`src/rtl/if_id_pkg.sv`:
```
// Shared types and constants for the fetch/decode boundary queue.
// Optional statistics counters are enabled with IF_ID_QUEUE_STATS_EN.
package if_id_pkg;

   localparam int          XLEN_DEFAULT = 32;
   localparam logic [31:0] NOP_INSTR    = 32'h0000_0000;

   // One buffered fetch result at the default datapath width
   typedef struct packed {
      logic [XLEN_DEFAULT-1:0] instr;
      logic [XLEN_DEFAULT-1:0] pc_plus;
   } if_id_entry_t;

   // Occupancy counter must represent 0..depth inclusive
   function automatic int cnt_width(input int depth);
      return $clog2(depth) + 1;
   endfunction

endpackage

```
`src/rtl/if_id_queue_ptr_ctrl.sv`:
```
// Read/write pointer and occupancy bookkeeping for if_id_queue.
// push/pop are re-qualified against full/empty so the count cannot wrap.
module ifq_ptr_ctrl
   import if_id_pkg::*;
#(
   parameter int DEPTH = 2
) (
   input  logic                          clk,
   input  logic                          rst,
   input  logic                          push,
   input  logic                          pop,
   input  logic                          flush,
   output logic [$clog2(DEPTH)-1:0]      rd_ptr,
   output logic [$clog2(DEPTH)-1:0]      wr_ptr,
   output logic [cnt_width(DEPTH)-1:0]   count,
   output logic                          full,
   output logic                          empty
);

   localparam int PW = $clog2(DEPTH);
   localparam int CW = cnt_width(DEPTH);

   logic [PW-1:0] rd_ptr_q, rd_ptr_d;
   logic [PW-1:0] wr_ptr_q, wr_ptr_d;
   logic [CW-1:0] count_q, count_d;
   logic          push_ok, pop_ok;

   assign full    = (count_q == CW'(DEPTH));
   assign empty   = (count_q == '0);
   assign push_ok = push & ~full;
   assign pop_ok  = pop & ~empty;

   // Next pointers/count; flush wins over any push/pop in the same cycle
   always_comb begin
      rd_ptr_d = rd_ptr_q;
      wr_ptr_d = wr_ptr_q;
      count_d  = count_q;
      if (flush) begin
         rd_ptr_d = '0;
         wr_ptr_d = '0;
         count_d  = '0;
      end else begin
         // DEPTH is a power of two, so natural overflow gives modulo wrap
         if (push_ok) wr_ptr_d = wr_ptr_q + 1'b1;
         if (pop_ok)  rd_ptr_d = rd_ptr_q + 1'b1;
         if (push_ok && !pop_ok) count_d = count_q + 1'b1;
         if (pop_ok && !push_ok) count_d = count_q - 1'b1;
      end
   end

   // Bookkeeping registers, reset wins over flush
   always_ff @(posedge clk) begin
      if (rst) begin
         rd_ptr_q <= '0;
         wr_ptr_q <= '0;
         count_q  <= '0;
      end else begin
         rd_ptr_q <= rd_ptr_d;
         wr_ptr_q <= wr_ptr_d;
         count_q  <= count_d;
      end
   end

   assign rd_ptr = rd_ptr_q;
   assign wr_ptr = wr_ptr_q;
   assign count  = count_q;

endmodule

```
`src/rtl/if_id_queue.sv`:
```
// DEPTH-entry in-order IF/ID buffer of {instr, pc+step} with valid/ready
// on both sides and a synchronous flush. No same-cycle fall-through.
// Define IF_ID_QUEUE_STATS_EN to add full-stall and flush counters.
module if_id_queue
   import if_id_pkg::*;
#(
   parameter int XLEN    = XLEN_DEFAULT,
   parameter int DEPTH   = 2,
   parameter int PC_STEP = 4
) (
   input  logic                          clk,
   input  logic                          rst,
   input  logic                          in_valid,
   output logic                          in_ready,
   input  logic [XLEN-1:0]               in_instr,
   input  logic [XLEN-1:0]               in_pc,
   input  logic                          flush,
   output logic                          out_valid,
   input  logic                          out_ready,
   output logic [XLEN-1:0]               out_instr,
   output logic [XLEN-1:0]               out_pc_plus,
   output logic [cnt_width(DEPTH)-1:0]   count
`ifdef IF_ID_QUEUE_STATS_EN
   ,
   output logic [31:0]                   full_stall_cnt,
   output logic [15:0]                   flush_cnt
`endif
);

   localparam int PW = $clog2(DEPTH);

   // Local entry type so the storage follows XLEN
   typedef struct packed {
      logic [XLEN-1:0] instr;
      logic [XLEN-1:0] pc_plus;
   } entry_t;

   entry_t        mem_q [DEPTH];
   entry_t        mem_d [DEPTH];
   entry_t        head;
   logic [PW-1:0] rd_ptr, wr_ptr;
   logic          full, empty, push, pop;

   // in_ready depends only on registered occupancy, never on out_ready
   assign in_ready  = ~full;
   assign out_valid = ~empty;
   assign push      = in_valid & in_ready;
   assign pop       = out_valid & out_ready;

   ifq_ptr_ctrl #(.DEPTH(DEPTH)) u_ptr (
      .clk    (clk),
      .rst    (rst),
      .push   (push),
      .pop    (pop),
      .flush  (flush),
      .rd_ptr (rd_ptr),
      .wr_ptr (wr_ptr),
      .count  (count),
      .full   (full),
      .empty  (empty)
   );

   // Write the new entry at wr_ptr; a push in a flush cycle is dropped
   always_comb begin
      mem_d = mem_q;
      if (push && !flush) begin
         mem_d[wr_ptr].instr   = in_instr;
         mem_d[wr_ptr].pc_plus = in_pc + XLEN'(PC_STEP);
      end
   end

   // Storage carries data only; validity lives in the pointer block
   always_ff @(posedge clk) begin
      mem_q <= mem_d;
   end

   assign head        = mem_q[rd_ptr];
   assign out_instr   = out_valid ? head.instr   : XLEN'(NOP_INSTR);
   assign out_pc_plus = out_valid ? head.pc_plus : '0;

`ifdef IF_ID_QUEUE_STATS_EN
   logic [31:0] full_stall_cnt_q, full_stall_cnt_d;
   logic [15:0] flush_cnt_q, flush_cnt_d;

   // Saturating event counters; flush does not clear them
   always_comb begin
      full_stall_cnt_d = full_stall_cnt_q;
      flush_cnt_d      = flush_cnt_q;
      if (in_valid && !in_ready && full_stall_cnt_q != 32'hFFFF_FFFF)
         full_stall_cnt_d = full_stall_cnt_q + 32'd1;
      if (flush && flush_cnt_q != 16'hFFFF)
         flush_cnt_d = flush_cnt_q + 16'd1;
   end

   // Counter registers, cleared only by reset
   always_ff @(posedge clk) begin
      if (rst) begin
         full_stall_cnt_q <= '0;
         flush_cnt_q      <= '0;
      end else begin
         full_stall_cnt_q <= full_stall_cnt_d;
         flush_cnt_q      <= flush_cnt_d;
      end
   end

   assign full_stall_cnt = full_stall_cnt_q;
   assign flush_cnt      = flush_cnt_q;
`endif

endmodule

```
`config.mk`:
```
export PLATFORM = sky130hd
export DESIGN_NAME = if_id_queue
export DESIGN_NICKNAME = d
export VERILOG_FILES = /design/src/rtl/if_id_pkg.sv /design/src/rtl/if_id_queue_ptr_ctrl.sv /design/src/rtl/if_id_queue.sv
export SDC_FILE = /design/constraint.sdc
export NUM_CORES = 1
export LEC_CHECK = 0
export CAP_MARGIN = 20
export CORE_ASPECT_RATIO = 0.8
export CORE_MARGIN = 5
export CORE_UTILIZATION = 30
export DETAILED_ROUTE_END_ITERATION = 16
export MAX_ROUTING_LAYER = met4
export PLACE_DENSITY = 0.6
export REMOVE_ABC_BUFFERS = 1
export SKIP_LAST_GASP = 1
export SYNTH_ARGS = -nofsm -noshare
export SYNTH_HDL_FRONTEND = slang
export SYNTH_SLANG_ARGS = --single-unit
```
`constraint.sdc`:
```
create_clock -name clk -period 13.6 [get_ports clk]
set_clock_uncertainty 0.05 [all_clocks]
set_input_delay 2.72 -clock clk [delete_from_list [all_inputs] [get_ports clk]]
set_output_delay 2.72 -clock clk [all_outputs]
set_load 0.005 [all_outputs]
```
==> metrics, run 1 <==
post-place setup slack=8.47 ns; DP Area=7690 um2; Die ar.=23100 um2; final setup TNS=0 ns; outcome=finished, final reports clean; Critical Path Sink Type=primary output; Leak=2.65 nW; Max-Cap Viols=0; CTS H-tree lvls=4; Max Buffers Root-to-Sink=2; routed wire length=14.4 mm; Die W=169 um; Post-Syn Area=6040 um2; die height=137 um; FP Rows=46; Ports=137; Tmin final=5.42 ns; Vias=4074; Via density=4.68; Reg2Reg Setup Slack=11.64 ns; Yosys cell types=33; clock root cell=clkbuf_16; Primary FF master, synth=edfxtp_1; relative slew slack=47.8%; post-synth top area cell=edfxtp_1; cells on worst reg2reg path=7; fin crit share=39.8%; vias in the first global route=4171; top-count cell post-synth=edfxtp_1; Worst path slowest cell=buf_4; Hold Crit Class=flip-flop to flip-flop; Worst-Margin Slew=0.784 ns; CTS buffer count=17; crit start category=flip-flop; CP max stage delay=0.67 ns; Worst Slack Setup Final=8.18 ns; CTS tree=done; worst-path maximum fanout=43; Final Instance Area=8290 um2; Synth top area share=63.6%; Post-synth EDFFs=128; R2R Path Start=u_ptr.count[1]; unrepaired setup endpoints after global routing=no; FF-to-FF End=u_ptr.count[1]; Tot GR Track Use=12.9%; first-pass GRT wire length=22.3 mm; Yosys reg bits=132; hold path startpoint=u_ptr.count[0]; Arr. time, crit path=2.65 ns; top area cells in the synthesized netlist=edfxtp_1 (64%), mux2i_1 (11%), nor2_1 (5.0%), nor2b_1 (1.8%), xor2_1 (1.7%); HPWL Detailed=9.68 mm; Synth top cells by count=edfxtp_1 (128), nor2_1 (80), mux2i_1 (65); Layout fillers=1823; TritonRoute pass-1 iters=4; # resized after CTS=0; largest net degree at the start of global routing=69; clock latency on the worst-skew pair=0.41 ns; WS Path Type=flip-flop to primary output; core area=19800 um2; Synth Area per Inst=13.2 um2; Fin. Hold Viols=0; endpoints failing setup=0; RD Place Congestion=0.760; Initial Util=30.5%; Seq/Total Area, Yosys=65.0%; Syn. warnings=0; Post-CTS Setup Bufs=0; drt drc=0; synth-to-layout area growth=37.3%; async set-reset flop share out of synthesis=0%; grt ovf=0; worst-path cell chain=buf_4, mux2i_1, nor2_1, clkdlybuf4s50_1; layout cells sized above 1=8.42%; DRT iter0 DRCs=181; WL per Instance=16.6 um; Num Clock Sinks=132; hold worst-path end=u_ptr.count[0]; initial antenna violation count=0; Final nets=664; port bufs=136; Hold Slack=0.571 ns; Post-Syn Instances=459; Final ANT Viol Nets=0; VDD IR-drop max=49.1 uV; CTS Hold Buffers Added=0; Req. time, crit path=10.83 ns; clock slew at reported path FFs=0.06 ns; Hold Path Stages=2; final-report max-slew violation count=0; ant diodes=0; Power Density=125 nW/um2; Max Clock Freq=0.185 GHz
worst max path at each step:
stage | from | slack [ns] | end
detailed placement | in_pc[6] | 8.47 | mem_q[29]
global placement | in_pc[6] | 8.51 | mem_q[29]
CTS | u_ptr.rd_ptr | 8.12 | out_instr[7]
global route | u_ptr.rd_ptr | 8.00 | out_instr[31]
finish | u_ptr.rd_ptr | 8.18 | out_instr[19]
floorplan | in_valid | 5.46 | mem_q[0]
area by class of cell:
cell class                 count  area [um2]  share of cell area, %
clock buffer                  18         429                   5.18
clock inverter                14         175                   2.11
inverter                       3        11.3                  0.136
multi-input combinational    295        2000                   24.1
sequential                   132        3930                   47.4
tap                          264         330                   3.98
timing repair buffer         144        1420                   17.1
metrics by stage:
| stage | std cells | total power, mW | utilization, % |
|---|---|---|---|
| 3_3_place_gp | 838 | 0.575 | 38.8 |
| 3_5_place_dp | 838 | 0.577 | 38.8 |
| 6_report | 870 | 1.03 | 41.9 |
| 2_1_floorplan | 430 | 0.516 | - |
| 5_1_grt | 870 | 1.07 | 41.9 |
| 4_1_cts | 870 | 1.05 | 41.9 |
report_power, final:
group / internal (mW) / switching, mW
Combinational: 0.0534 / 0.0478
Clock: 0.290 / 0.177
Sequential: 0.461 / 0.00421
sequential cells by signal (all words and copies together), names as in the netlist:
signal	cells
u_ptr.count	2
u_ptr.rd_ptr	1
u_ptr.wr_ptr	1
mem_q	128
kinds of logic (layout without fill, tap and decap cells):
family                   count (synthesis)  in the layout  share of synthesized area [%]
XOR/XNOR                                17             17                           2.47
multiplexers                            66             66                           11.0
adder cells (fa/ha/maj)                  2              2                          0.414
AO/OA/AOI/OAI                           45             45                           4.81
flip-flops                             132            132                           65.0
buffers and inverters                   32            179                           2.28
AND/OR/NAND/NOR                        165            165                           14.1
layout by cell type (no fill, tap or decap), types with 9 or more instances in the layout:
master             n
a21oi_1           15
nor2_1            79
clkbuf_16         17
edfxtp_1         128
nor2b_1           17
xor2_1            12
mux2i_1           65
nand2_1           12
clkdlybuf4s50_1  136
nand3_1            9
o31ai_1           11
critical path: cells and delay by family (launching register included):
| family | cells | cell delay [ns] |
|---|---|---|
| buf+inv | 2 | 1.20 |
| simple gates | 1 | 0.18 |
| flops | 1 | 0.62 |
| mux | 1 | 0.16 |
per-layer routing:
layer | global-route usage (%) | vias to the layer above | share of wire, %
met3 | 3.84 | 17 | 5.8
met2 | 20.7 | 113 | 48
li1 | - | 1965 | -
met1 | 16.1 | 1979 | 45
met5 | - | - | 0
met4 | 3.52 | 0 | 1.2
Note: power is estimated with default switching activity, not from simulation.
==> run 2, diff against run 1 <==
- PLACE_DENSITY: 0.6 -> 0.62
- clock period: 13.6 -> 4.7 ns (I/O delays scaled with it)
==> run 2 against run 1 <==
Against the previous run:
- utilization about the same
- via count down 1.4%
- routed wire length shrank 2.6%
- sequential share of layout area about the same
- largest power group is now sequential cells
- combinational power grew to 2.9 times the previous value
- first-iteration DRC count up 15%
- total power grew to 2.9 times the previous value
==> metrics, run 2 (same netlist as run 1, synthesis figures left out) <==
outcome=finished, final reports clean (unchanged); Comb pwr share=9.8% (about the same); vias in the first global route=4353 (was 4171); Biggest register=mem_q (unchanged); Max Buffers Root-to-Sink=2 (unchanged); port bufs=136 (unchanged); hold path startpoint=u_ptr.count[1] (was u_ptr.count[0]); Internal=2.28 mW (was 805 uW); Layout fillers=1835 (was 1823); layout cells sized above 1=8.60% (was 8.42%); dpl cells=837 (was 838); clock slew at reported path FFs=0.06 ns (about the same); Via density=4.62 (was 4.68); VDD IR-drop max=186 uV (was 49.1 uV); worst-path maximum fanout=34 (was 43); Max Clock Freq=0.296 GHz; Critical Path Sink Type=primary output (unchanged); CTS tree=done (unchanged); initial antenna violation count=0 (unchanged); Tot GR Track Use=12.9% (about the same); Worst-Margin Slew=0.919 ns (was 0.784 ns); Max-Cap Viols=0 (unchanged); Tmin final=3.38 ns; # resized after CTS=0 (unchanged); CTS H-tree lvls=4 (unchanged); grt ovf=0 (unchanged); final setup TNS=0 ns (unchanged); final design utilization=41.9% (about the same); die height=137 um (unchanged); CTS Hold Buffers Added=0 (unchanged); drt drc=0 (unchanged); Ports=137 (unchanged); sw frac=23.0% (was 22.1%); clock root cell=clkbuf_16 (unchanged); Vias=4015 (was 4074); FP Rows=46 (unchanged); ant diodes=0 (unchanged); TritonRoute pass-1 iters=4 (unchanged); final-report max-slew violation count=0 (unchanged); Hold Crit Class=flip-flop to flip-flop (unchanged); Die W=169 um (unchanged); routed wire length=14.0 mm (was 14.4 mm); RD Place Congestion=0.765 (was 0.760); WS Path Type=flip-flop to primary output (unchanged); Worst Slack Setup Final=1.32 ns (was 8.18 ns); endpoints failing setup=0 (unchanged); synth-to-layout area growth=37.2% (was 37.3%); WL per Instance=16.2 um (was 16.6 um); unrepaired setup endpoints after global routing=no (unchanged); Arr. time, crit path=2.39 ns (was 2.65 ns); non-filler cells, final=869 (was 870); Die ar.=23100 um2 (unchanged); relative slew slack=38.7% (was 47.8%); Final ANT Viol Nets=0 (unchanged); largest net degree at the start of global routing=69 (unchanged); R2R Path Start=u_ptr.count[1] (unchanged); clock share of power=44.8% (was 45.2%); P_sw=683 uW (was 229 uW); Post-CTS Setup Bufs=0 (unchanged); Flop pwr share=45.4% (was 45.0%); Leak=2.64 nW (was 2.65 nW); max reg flops=128 (unchanged); HPWL Detailed=9.39 mm (was 9.68 mm); crit start category=flip-flop (unchanged); Initial Util=30.5% (unchanged); DRT iter0 DRCs=208 (was 181); Num Clock Sinks=132 (unchanged); CTS buffer count=17 (unchanged); commonest non-fill, non-tap cells in the layout=clkdlybuf4s50_1 (136), edfxtp_1 (128), nor2_1 (79) (unchanged); first-pass GRT wire length=22.2 mm (was 22.3 mm); Final nets=663 (was 664); Fin. Hold Viols=0 (unchanged); Setup crit start=u_ptr.rd_ptr (unchanged); post-place setup slack=1.37 ns (was 8.47 ns); Req. time, crit path=3.71 ns (was 10.83 ns); Power Density=358 nW/um2 (was 125 nW/um2); clock latency on the worst-skew pair=0.42 ns (was 0.41 ns); most common cell after layout, fill and taps aside=clkdlybuf4s50_1 (unchanged); fin crit share=71.8%; core area=19800 um2 (unchanged)
## run 2: power by group through the flow
stage                     registers [mW]  logic [mW]  clock network [mW]
after floorplan                     1.38       0.112                   0
after global placement              1.37       0.291                   0
after detailed placement            1.37       0.297                   0
after CTS                           1.35       0.298                1.36
after global routing                1.35       0.320                1.42
final                               1.35       0.291                1.33
## run 2: path summary, 6_finish.rpt
path                         end  slack [ns]  cells after the start
setup reg to reg  u_ptr.count[1]        2.45                      8
setup / recovery    out_instr[8]        1.32                      4
hold reg to reg   u_ptr.count[1]        0.58                      2
hold / removal    u_ptr.count[1]        0.58                      2
## run 2: layer usage
layer	vias to the layer above	track usage, %	part of all wire, %
met1	1915	15.2	44
li1	1971	-	-
met3	8	3.41	5.8
met4	0	4.69	0.78
met2	121	21.3	49
met5	-	-	0
## run 2: metrics by stage
stage               total power, mW  hold WS [ns]  area, um2
finish                         2.97         0.582       8290
global route                   3.09         0.601       8290
CTS                            3.01         0.579       8290
detailed placement             1.67         0.569       7690
global placement               1.66         0.542       7690
floorplan                      1.49         0.509       5910
## run 2: area by class of cell
class	count	area, um2	area share [%]
Inverter	3	11.3	0.136
Tap cell	264	330	3.99
Clock inverter	15	169	2.04
Sequential cell	132	3930	47.4
Timing Repair Buffer	143	1430	17.2
Multi-Input combinational cell	295	2000	24.1
Clock buffer	17	425	5.13
## run 2: worst max-delay path, stage by stage, from the launching register on
cell,delay [ns]
dfxtp_4,0.76
buf_12,0.32
mux2i_1,0.11
nor2_1,0.16
clkdlybuf4s50_1,0.54
==> run 3, diff against run 2 <==
- clock period: 4.7 -> 3.1 ns (I/O delays scaled with it)
==> run 3 against run 2 <==
Against the previous run:
- cell count is 0.92% higher
- count of clock-buffer cells in the layout increased by 1
- utilization is 0.38 points higher
- sequential power increased by 51%
- first-iteration DRC count up 7.2%
- routed wire length is 3.9% higher
==> metrics, run 3 (same netlist as run 1, synthesis figures left out) <==
outcome=finished, final reports clean (unchanged); largest net degree at the start of global routing=65 (was 69); endpoints failing setup=0 (unchanged); CP max stage delay=0.60 ns (was 0.76 ns); worst-path cell chain=nor2_4, buf_4, nor2_1, clkdlybuf4s50_1 (was buf_12, mux2i_1, nor2_1, clkdlybuf4s50_1); Ports=137 (unchanged); Hold Path Stages=2 (unchanged); Biggest register=mem_q (unchanged); port bufs=136 (unchanged); CTS tree=done (unchanged); worst-path maximum fanout=64 (was 34); Max Clock Freq=0.347 GHz; cells on worst reg2reg path=4 (was 8); DP Area=7800 um2 (was 7690 um2); Final Instance Area=8360 um2 (was 8290 um2); first-pass GRT wire length=22.4 mm (was 22.2 mm); ant diodes=0 (unchanged); core area=19800 um2 (unchanged); clock root cell=clkbuf_16 (unchanged); FF-to-FF End=mem_q[48] (was u_ptr.count[1]); sequential cell area=3930 um2 (unchanged); unrepaired setup endpoints after global routing=no (unchanged); clock latency on the worst-skew pair=0.42 ns (about the same); Worst-Margin Slew=0.761 ns (was 0.919 ns); Vias=4130 (was 4015); TritonRoute pass-1 iters=5 (was 4); Worst path slowest cell=buf_4 (was dfxtp_4); Leak=2.68 nW (was 2.64 nW); Arr. time, crit path=2.21 ns (was 2.39 ns); crit start category=flip-flop (unchanged); max reg flops=128 (unchanged); Num Clock Sinks=132 (unchanged); Final ANT Viol Nets=0 (unchanged); final-report max-slew violation count=0 (unchanged); WS Path Type=flip-flop to primary output (unchanged); RD Place Congestion=0.828 (was 0.765); Fin. Hold Viols=0 (unchanged); Final nets=671 (was 663); VDD IR-drop max=286 uV (was 186 uV); Max-Cap Viols=0 (unchanged); HPWL Detailed=9.75 mm (was 9.39 mm); # resized after CTS=0 (unchanged); routed wire length=14.6 mm (was 14.0 mm); Post-CTS Setup Bufs=0 (unchanged); Tmin final=2.88 ns; initial antenna violation count=0 (unchanged); Hold Crit Class=flip-flop to flip-flop (unchanged); R2R Path Start=u_ptr.count[0] (was u_ptr.count[1]); Via density=4.71 (was 4.62); Initial Util=30.5% (unchanged); post-place setup slack=0.206 ns (was 1.37 ns); clock slew at reported path FFs=0.06 ns (about the same); fin crit share=92.8%; hold worst-path end=u_ptr.count[1] (unchanged); Req. time, crit path=2.43 ns (was 3.71 ns); WL per Instance=16.6 um (was 16.2 um); area of the multi-input gates=2000 um2 (unchanged); synth-to-layout area growth=38.5% (was 37.2%); most common cell after layout, fill and taps aside=clkdlybuf4s50_1 (unchanged); die height=137 um (unchanged); Tot GR Track Use=13.1% (was 12.9%); commonest non-fill, non-tap cells in the layout=clkdlybuf4s50_1 (136), edfxtp_1 (128), nor2_1 (79) (unchanged); Buf/Inv on CP=2 (unchanged); hold path startpoint=u_ptr.count[1] (unchanged); FP Rows=46 (unchanged); drt drc=0 (unchanged); Max Buffers Root-to-Sink=2 (unchanged); Die W=169 um (unchanged); layout cells sized above 1=9.62% (was 8.60%); relative slew slack=49.2% (was 38.7%); Reg2Reg Setup Slack=1.21 ns (was 2.45 ns); Die ar.=23100 um2 (unchanged); DRT iter0 DRCs=223 (was 208); Worst Slack Setup Final=0.222 ns (was 1.32 ns); grt ovf=0 (unchanged); CTS H-tree lvls=4 (unchanged); Hold Slack=0.568 ns (was 0.582 ns); CTS Hold Buffers Added=0 (unchanged); Power Density=524 nW/um2 (was 358 nW/um2); CTS buffer count=17 (unchanged); Top Family by Delay on Critical Path=buffers and inverters (unchanged); Layout fillers=1832 (was 1835); Critical Path Sink Type=primary output (unchanged); vias in the first global route=4296 (was 4353)
[run 3: cell types whose count changed in the layout (fill, tap and decap cells not counted), sizes merged]
cell	before	now
bufinv	2	1
buf	7	15
inv	11	5
clkbuf	17	18
clkinv	3	10
clkinvlp	2	1
[run 3: through the flow]
| stage | setup TNS [ns] | instances | total power, mW | utilization, % |
|---|---|---|---|---|
| detailed placement | 0 | 845 | 2.54 | 39.4 |
| floorplan | -426.42 | 430 | 2.27 | - |
| finish | 0 | 877 | 4.38 | 42.2 |
| global route | 0 | 877 | 4.55 | 42.2 |
| global placement | 0 | 845 | 2.53 | 39.4 |
| CTS | 0 | 877 | 4.44 | 42.2 |
[run 3: tightest hold or removal path: stages, from the launching register on]
cell and delay, ns:
dfxtp_1 0.36, xnor2_1 0.17, nor3_1 0.04
[run 3: cell type report]
| class | count | area share (%) |
|---|---|---|
| Inverter | 3 | 0.135 |
| Sequential cell | 132 | 47.0 |
| Clock inverter | 14 | 1.56 |
| Clock buffer | 18 | 5.13 |
| Tap cell | 264 | 3.95 |
| Multi-Input combinational cell | 295 | 23.9 |
| Timing Repair Buffer | 151 | 18.4 |
[run 3: per-layer routing]
layer	up-vias	wire length (um)	global-route usage (%)
met5	-	0	-
met4	0	183	3.88
met3	14	827	3.78
met2	120	6950	21.6
met1	2018	6620	15.7
li1	1978	-	-
[run 3: power breakdown]
part | leakage (nW) | switching (mW) | internal, mW | total (mW)
clock network | 0.272 | 0.778 | 1.11 | 1.89
logic | 1.16 | 0.210 | 0.244 | 0.453
registers | 1.25 | 0.0217 | 2.02 | 2.04
total | 2.68 | 1.01 | 3.37 | 4.38
[run 3: how the worst max path moves through the flow]
stage | start | slack [ns] | cells past startpoint | endpoint
finish | u_ptr.count[1] | 0.22 | 4 | out_instr[23]
global route | u_ptr.count[0] | 0.08 | 4 | out_pc_plus[11]
CTS | u_ptr.count[0] | 0.16 | 4 | out_pc_plus[8]
detailed placement | in_pc[2] | 0.21 | 6 | mem_q[84]
global placement | in_pc[7] | 0.29 | 6 | mem_q[23]
floorplan | u_ptr.wr_ptr | -3.53 | 1 | mem_q[0]
==> patch, RTL diff (config.mk and constraints of run 3) <==
Compare `count_q` against `CW'(DEPTH)` with >= in place of ==.
--- a/src/rtl/if_id_queue_ptr_ctrl.sv
+++ b/src/rtl/if_id_queue_ptr_ctrl.sv
@@ -27,3 +27,3 @@
 
-   assign full    = (count_q == CW'(DEPTH));
+   assign full    = (count_q >= CW'(DEPTH));
    assign empty   = (count_q == '0);
Check against the original RTL: no difference found for any inputs over 4 cycles, from zero or initial values; that may be too few to reach the edited logic, so the function may still have changed.
==> patch against run 3 <==
- count of clock-buffer cells in the layout unchanged
- combinational power is 1% higher
- power increased by 4.3%
- sequential cell count unchanged
- routed wire length is 1.0% lower
- global-route usage barely moved
- area after synthesis decreased by 0.12%
- final area up 0.30%
- fmax is 2.1% higher
- setup slack better by 0.059 ns
- cell count increased by 1.5%
- largest cell class unchanged
==> patch: results (changes against run 3) <==
| Metric | Value |
|---|---|
| Yosys warns | 0 (unchanged) |
| Post-cts resize count | 0 (unchanged) |
| HP Start | u_ptr.wr_ptr$_SDFFE_PP0P_ (was u_ptr.count[1]$_SDFFE_PP0P_) |
| Fin Hold WS | 0.546 ns (was 0.568 ns) |
| Total track usage | 0.131 (about the same) |
| Number of global-route vias before repair | 4261 (was 4296) |
| Largest cells by area after synthesis | edfxtp_1, mux2i_1, nor2_1, a21oi_1, xnor2_1 (was edfxtp_1, mux2i_1, nor2_1, nor2b_1, xor2_1) |
| Largest net degree at the start of global routing | 65 (unchanged) |
| Post CTS Setup Buffer Count | 0 (unchanged) |
| Post-synth EDFFs | 128 (unchanged) |
| Initial DRC count | 280 (was 223) |
| Register area share after synthesis | 0.650 (about the same) |
| Max reg flops | 128 (unchanged) |
| Vias per inst | 4.65 (was 4.71) |
| Worst Tran Pin Value | 0.702 ns (was 0.761 ns) |
| Root Buffer | clkbuf_16 (unchanged) |
| Crit path to | out_pc_plus[15] (was out_instr[23]) |
| Worst hold path type | reg -> reg (unchanged) |
| Post-synth top cells | edfxtp_1, nor2_1, mux2i_1 (unchanged) |
| Status | complete, no violations (unchanged) |
| Routed wire length per instance | 16.2 um (was 16.6 um) |
| Arrival @ worst endpoint | 2.15 ns (was 2.21 ns) |
| Gpl congestion | 0.783 (was 0.828) |
| CP max-delay cell | buf_4 (unchanged) |
| Setup slack, reg-to-reg | 1.40 ns (was 1.21 ns) |
| Crit path max fanout | 64 (unchanged) |
| # H-tree levels | 4 (unchanged) |
| Clk Latency, worst-skew pair | 0.42 ns (about the same) |
| Cell depth of the worst hold path | 1 (was 2) |
| Fraction of the mapped netlist area in adder cells | 0.00415 (was 0.00414) |
| Synth Area in XOR/XNOR | 0.0247 (about the same) |
| Share of cells above drive strength 1 | 0.0911 (was 0.0962) |
| First-pass GRT wire length | 22600 um (was 22400 um) |
| Min-Delay Endpoint | mem_q[65]$_DFFE_PP_ (was u_ptr.count[1]$_SDFFE_PP0P_) |
| CP top delay family | buffers and inverters (unchanged) |
| Drt pass-1 iters | 4 (was 5) |
| NumNets Final | 685 (was 671) |
| R2R Path End | mem_q[39]$_DFFE_PP_ (was mem_q[48]$_DFFE_PP_) |
| Compound-Gate Fraction of Synth Area | 0.0388 (was 0.0481) |
| Synth unique cells | 35 (was 33) |
| Post-DP HPWL | 9920 um (was 9750 um) |
| CP peak stage delay | 0.57 ns (was 0.60 ns) |
| Leak Pwr | 2.68 nW (about the same) |
| Mux share of post-synthesis cell area | 0.113 (was 0.110) |
| FF-to-FF Start | u_ptr.count[1]$_SDFFE_PP0P_ (was u_ptr.count[0]$_SDFFE_PP0P_) |
| Worst reg2reg path depth | 4 (unchanged) |
| Critical path class | reg -> out (unchanged) |
| Most flops, register | mem_q (unchanged) |
| VDD IR max | 0.271 mV (was 0.286 mV) |
| Clk pin slew, worst setup/hold paths | 0.06 ns (about the same) |
| Antenna violations before repair | 0 (unchanged) |
| Ant diodes | 0 (unchanged) |
-- patch: cell count changes after synthesis, moves of 5 or more --
| cell | before | now |
|---|---|---|
| a21oi_1 | 15 | 27 |
| a21boi_0 | 8 | 0 |
| xnor2_1 | 5 | 13 |
| xor2_1 | 12 | 4 |
| a21boi_1 | 7 | 0 |
| clkbuf_1 | 12 | 18 |
| buf_1 | 10 | 5 |
| nor2_1 | 80 | 85 |
-- patch: final cells by class --
| type | count | area [um2] |
|---|---|---|
| Fill cell | 1882 | 11400 |
| Sequential cell | 132 | 3930 |
| Multi-Input combinational cell | 306 | 2000 |
| Timing Repair Buffer | 150 | 1490 |
| Clock buffer | 18 | 429 |
| Tap cell | 264 | 330 |
| Clock inverter | 13 | 184 |
| Inverter | 7 | 26.3 |
-- patch: report_power, final --
group / leakage, nW / total, mW / switching (mW) / internal [mW]
logic: 1.15 / 0.459 / 0.218 / 0.241
registers: 1.24 / 2.04 / 0.0184 / 2.02
clock network: 0.294 / 2.07 / 0.730 / 1.34
total: 2.68 / 4.57 / 0.966 / 3.60
-- patch: routing by layer --
layer,share of wire,vias up,track usage
li1,-,2012,-
met1,0.45,1998,0.159
met2,0.49,113,0.211
met3,0.047,16,0.0398
met4,0.012,0,0.0419
met5,0,-,-
-- patch: per-stage QoR --
stage / util / area (um2) / setup slack, ns / cells / power (mW)
final: 0.424 / 8390 / 0.281 / 890 / 4.57
after global routing: 0.424 / 8390 / 0.111 / 890 / 4.76
after detailed placement: 0.393 / 7770 / 0.0895 / 859 / 2.55
after global placement: 0.393 / 7770 / 0.153 / 859 / 2.54
after floorplan: - / 5930 / -3.45 / 445 / 2.27
after CTS: 0.424 / 8390 / 0.193 / 890 / 4.64
